`src/rtl/secure_parity_router.sv`:
```
// Password-gated router: authenticates a requester, then steers each confirmed
// data word to the odd or even output register by its LSB.
module secure_parity_router #(
  parameter int DATA_W      = 4,
  parameter int PASS_W      = 4,
  parameter int MAX_TRIES   = 3,
  parameter int LOCK_CYCLES = 16,
  parameter int TIMEOUT     = 32
) (
  input  logic              clk,
  input  logic              rst_n,
  input  logic [PASS_W-1:0] machine_pass,
  input  logic              request,
  input  logic              confirm,
  input  logic [PASS_W-1:0] password,
  input  logic [DATA_W-1:0] data,
  output logic [DATA_W-1:0] ODOUT,
  output logic [DATA_W-1:0] EDOUT,
  output logic              odd_valid,
  output logic              even_valid,
  output logic              granted,
  output logic              locked
);

  localparam int FAIL_W = $clog2(MAX_TRIES + 1);
  localparam int LOCK_W = $clog2(LOCK_CYCLES + 1);
  localparam int TO_W   = $clog2(TIMEOUT + 1);

  localparam logic [FAIL_W-1:0] FAIL_LAST = FAIL_W'(MAX_TRIES - 1);
  localparam logic [LOCK_W-1:0] LOCK_LAST = LOCK_W'(LOCK_CYCLES - 1);
  localparam logic [TO_W-1:0]   TO_LAST   = TO_W'(TIMEOUT - 1);

  typedef enum logic [1:0] {
    IDLE,
    GRANTED,
    LOCKED
  } state_t;

  state_t            state, state_nx;
  logic [FAIL_W-1:0] fail_cnt, fail_nx;
  logic [LOCK_W-1:0] lock_cnt, lock_nx;
  logic [TO_W-1:0]   to_cnt, to_nx;
  logic              confirm_q;
  logic              cev;
  logic              load_odd, load_even;

  // A held confirm produces exactly one event on its rising edge.
  assign cev = confirm & ~confirm_q;

  always_comb begin
    state_nx  = state;
    fail_nx   = fail_cnt;
    lock_nx   = lock_cnt;
    to_nx     = to_cnt;
    load_odd  = 1'b0;
    load_even = 1'b0;
    case (state)
      IDLE: begin
        lock_nx = '0;
        to_nx   = '0;
        if (request && cev) begin
          if (password == machine_pass) begin
            state_nx = GRANTED;
            fail_nx  = '0;
          end else if (fail_cnt == FAIL_LAST) begin
            state_nx = LOCKED;
            fail_nx  = '0;
          end else begin
            fail_nx = fail_cnt + 1'b1;
          end
        end
      end
      GRANTED: begin
        // Dropping request wins over a coincident confirm event.
        if (!request) begin
          state_nx = IDLE;
          to_nx    = '0;
        end else if (cev) begin
          to_nx     = '0;
          load_odd  = data[0];
          load_even = ~data[0];
        end else if (to_cnt == TO_LAST) begin
          state_nx = IDLE;
          to_nx    = '0;
        end else begin
          to_nx = to_cnt + 1'b1;
        end
      end
      LOCKED: begin
        if (lock_cnt == LOCK_LAST) begin
          state_nx = IDLE;
          lock_nx  = '0;
        end else begin
          lock_nx = lock_cnt + 1'b1;
        end
      end
      default: state_nx = IDLE;
    endcase
  end

  always_ff @(posedge clk or negedge rst_n) begin
    if (!rst_n) begin
      state      <= IDLE;
      fail_cnt   <= '0;
      lock_cnt   <= '0;
      to_cnt     <= '0;
      confirm_q  <= 1'b0;
      ODOUT      <= '0;
      EDOUT      <= '0;
      odd_valid  <= 1'b0;
      even_valid <= 1'b0;
    end else begin
      state      <= state_nx;
      fail_cnt   <= fail_nx;
      lock_cnt   <= lock_nx;
      to_cnt     <= to_nx;
      confirm_q  <= confirm;
      odd_valid  <= load_odd;
      even_valid <= load_even;
      if (load_odd)  ODOUT <= data;
      if (load_even) EDOUT <= data;
    end
  end

  assign granted = (state == GRANTED);
  assign locked  = (state == LOCKED);

endmodule

```
`config.mk`:
```
export PLATFORM = sky130hd
export DESIGN_NAME = secure_parity_router
export DESIGN_NICKNAME = d
export VERILOG_FILES = /design/src/rtl/secure_parity_router.sv
export SDC_FILE = /design/constraint.sdc
export NUM_CORES = 1
export LEC_CHECK = 0
export CAP_MARGIN = 5
export CORE_MARGIN = 2
export CORE_UTILIZATION = 28
export DETAILED_ROUTE_END_ITERATION = 10
export PLACE_DENSITY = 0.6
export SYNTH_ARGS = -nofsm -noshare
export SYNTH_HDL_FRONTEND = slang
export SYNTH_SLANG_ARGS = --single-unit
```
`constraint.sdc`:
```
create_clock -name clk -period 1.7 [get_ports clk]
set_input_delay 0.255 -clock clk [delete_from_list [all_inputs] [get_ports clk]]
set_output_delay 0.255 -clock clk [all_outputs]
set_load 0.03 [all_outputs]
```
==> reports/metrics.cfg, run 1 <==
[run_status]
status=finished clean

[layout]
syn2layout_area_growth_pct=35.5
diodes=0
drive_gt1_frac=0.184
n_fill_cell=416
final_cell_mix=26 x dfrtp_1, 25 x clkdlybuf4s50_1, 9 x nand2_1
layout_commonest_cell=dfrtp_1
fin_nets=160
final_core_util=0.386

[setup_path]
start_kind=flip-flop
path_class=reg -> reg
path_depth=5
crit_path_end_kind=flip-flop
cp.required_ns=1.86
crit_family=simple AND/OR/NAND/NOR gates
crit_chain=ha_1 > nand3_1 > nor3b_4 > nor2_1 > a221o_1
cp_slowest_cell=dfrtp_1
path_buf_inv=0
arrival_ns=1.76
reg2reg_depth=5
cpPeakStageDelay_ns=0.40
worstPathMaxFanout=4

[die]
fp.dieW_um=70.1
ios=28
fp-row-count=24
floorplan.die_area_um2=4910
start_util=0.285
coreArea_um2=4290
fp.dieH_um=70.1

[yosys]
yosysSeqAreaShare=0.532
synth_area_leaders=dfrtp_1 53%, mux2_2 6.4%, xnor2_1 2.9%, nand2_1 2.8%, nand3_1 2.5%
ys_warn_count=0
syn_avg_cell_area_um2=11.4
syn-num-nets=125
syn_inst=107
synth_top_area_cell=dfrtp_1
ys_seq_elements=26
synth_edf_count=0
synth_top_area_frac=0.532
synth_flop_cell=dfrtp_1
synth_cell_types=37
syn_area_um2=1220
synthArstFlopShare=1.00

[clock_tree]
htreeDepth=1
clkSinkCount=26
cts_root_buf=clkbuf_8
max-clock-path-buffers=2
clkTransAtPathRegs_ns=0.09
holdBufCountCts=0
cts_tree=yes
cts_buffers=3
insertion_delay_ns=0.28

[drt]
routedWlPerCell_um=13.5
routed.top_layer=met4
dr.pass1.iters=4
wl_met3_um=60
routed_via_density=4.80
wl_met1_mm=1.17
drc=0
initialDrtViolationCount=41
via_count=926
drt-total-wl_mm=2.60
ant_nets=0
wl_met2_mm=1.34

[global_routing]
grt_max_degree=27
grt_pass1_vias=950
grt_util_all_layers=0.112
grt_pass1_wl_mm=4.34
antenna_found_initial=0
grt_overflow=0

[pwr]
vdd_drop_max_uv=333
p_per_area_nw_per_um2=981
finalPower_mw=1.63
p_leak_nw=0.768

[sta]
worst_pin_slew_ns=0.407
finalSetupViolations=0
fin_ws_ns=0.101
hold_viol=0
min_period_ns=1.60
slew_violations=0
max_freq_ghz=0.625
whs_ns=0.336
slew_headroom=0.726
grt_setup_unrepaired=false
min_period_over_period=0.940
finClkSkew_ns=0.00661

[job]
maxCapViolCount=0

[placement]
pre_cts_ws_ns=-0.00441
place.port_buffers=27
place_congestion=0.729
dp_hpwl_mm=1.91

[worst_hold_path]
hp-class=in -> async

## flip-flops by register name, indices dropped and copies added, names as in the netlist, 2 cells and up
name and count:
EDOUT 4, ODOUT 4, fail_cnt 2, lock_cnt 5
state 2, to_cnt 6
## worst paths after layout
check | from | endpoint | slack [ns]
setup / recovery | to_cnt[0] | to_cnt[3] | 0.10
hold / removal | rst_n | confirm_q | 0.34
setup reg to reg | to_cnt[0] | to_cnt[3] | 0.10
hold reg to reg | ODOUT[0] | ODOUT[0] | 0.49
max in group asynchronous | rst_n | state[1] | 1.10
min in group clk | ODOUT[0] | ODOUT[0] | 0.49
## cell type report
class / instances / area (um^2) / share of cell area
Inverter: 5 / 18.8 / 0.0113
Tap cell: 52 / 65.1 / 0.0392
Timing Repair Buffer: 32 / 303 / 0.183
Sequential cell: 26 / 651 / 0.392
Clock inverter: 1 / 30.0 / 0.0181
Multi-Input combinational cell: 74 / 549 / 0.331
Clock buffer: 3 / 41.3 / 0.0249
## synthesized netlist by cell type (2+ instances only)
library cell and number:
a21oi_1 3, a22o_1 2, dfrtp_1 26, ha_1 2
inv_1 4, mux2_2 7, nand2_1 9, nand2b_1 4
nand2b_4 2, nand3_1 6, nor2_1 5, nor2b_1 3
o21ai_0 6, o21ai_1 2, xnor2_1 4
## per-stage QoR
step           instance area (um^2)  std cells  setup TNS, ns
6_report                       1660        193              0
5_1_grt                        1660        193              0
4_1_cts                        1640        192              0
3_5_place_dp                   1570        188       -0.00441
3_3_place_gp                   1570        188              0
2_1_floorplan                  1220        107              0
## cells by family after synthesis
kind of cell / Yosys count / synth area share
AOI/OAI and AO/OA: 22 / 0.125
xor gates and xnor gates: 4 / 0.0286
adders and majority gates: 2 / 0.0204
buffers and inverters: 7 / 0.0245
DFF: 26 / 0.532
muxes: 7 / 0.0644
and+or+nand+nor: 39 / 0.206
## where the power goes
group | internal, mW | total [mW] | switching (mW)
sequential | 0.680 | 0.749 | 0.0689
clock | 0.315 | 0.518 | 0.202
combinational | 0.175 | 0.360 | 0.185
## timing repair
action / 4_1_cts / 5_1_grt
resized for setup: 0 / 1
hold endpoints to repair: 0 / 0
endpoints found under the setup margin: 0 / 2
setup buffers: 0 / 1
## routing by layer
| layer | global-route usage | up-vias |
|---|---|---|
| met5 | 0 | - |
| met4 | 0.0577 | 0 |
| met3 | 0.0144 | 4 |
| met2 | 0.190 | 15 |
| met1 | 0.137 | 462 |
| li1 | - | 445 |
Note: power is estimated with default switching activity, not from simulation.
==> run 2, diff against run 1 <==
--- a/config.mk
+++ b/config.mk
@@ -9,6 +9,7 @@
 export CORE_MARGIN = 2
 export CORE_UTILIZATION = 28
 export DETAILED_ROUTE_END_ITERATION = 10
+export HOLD_SLACK_MARGIN = 0.06
 export PLACE_DENSITY = 0.6
 export SYNTH_ARGS = -nofsm -noshare
 export SYNTH_HDL_FRONTEND = slang
==> results of run 2 <==
The final DEF is identical to that of run 1; final timing and power are the same.
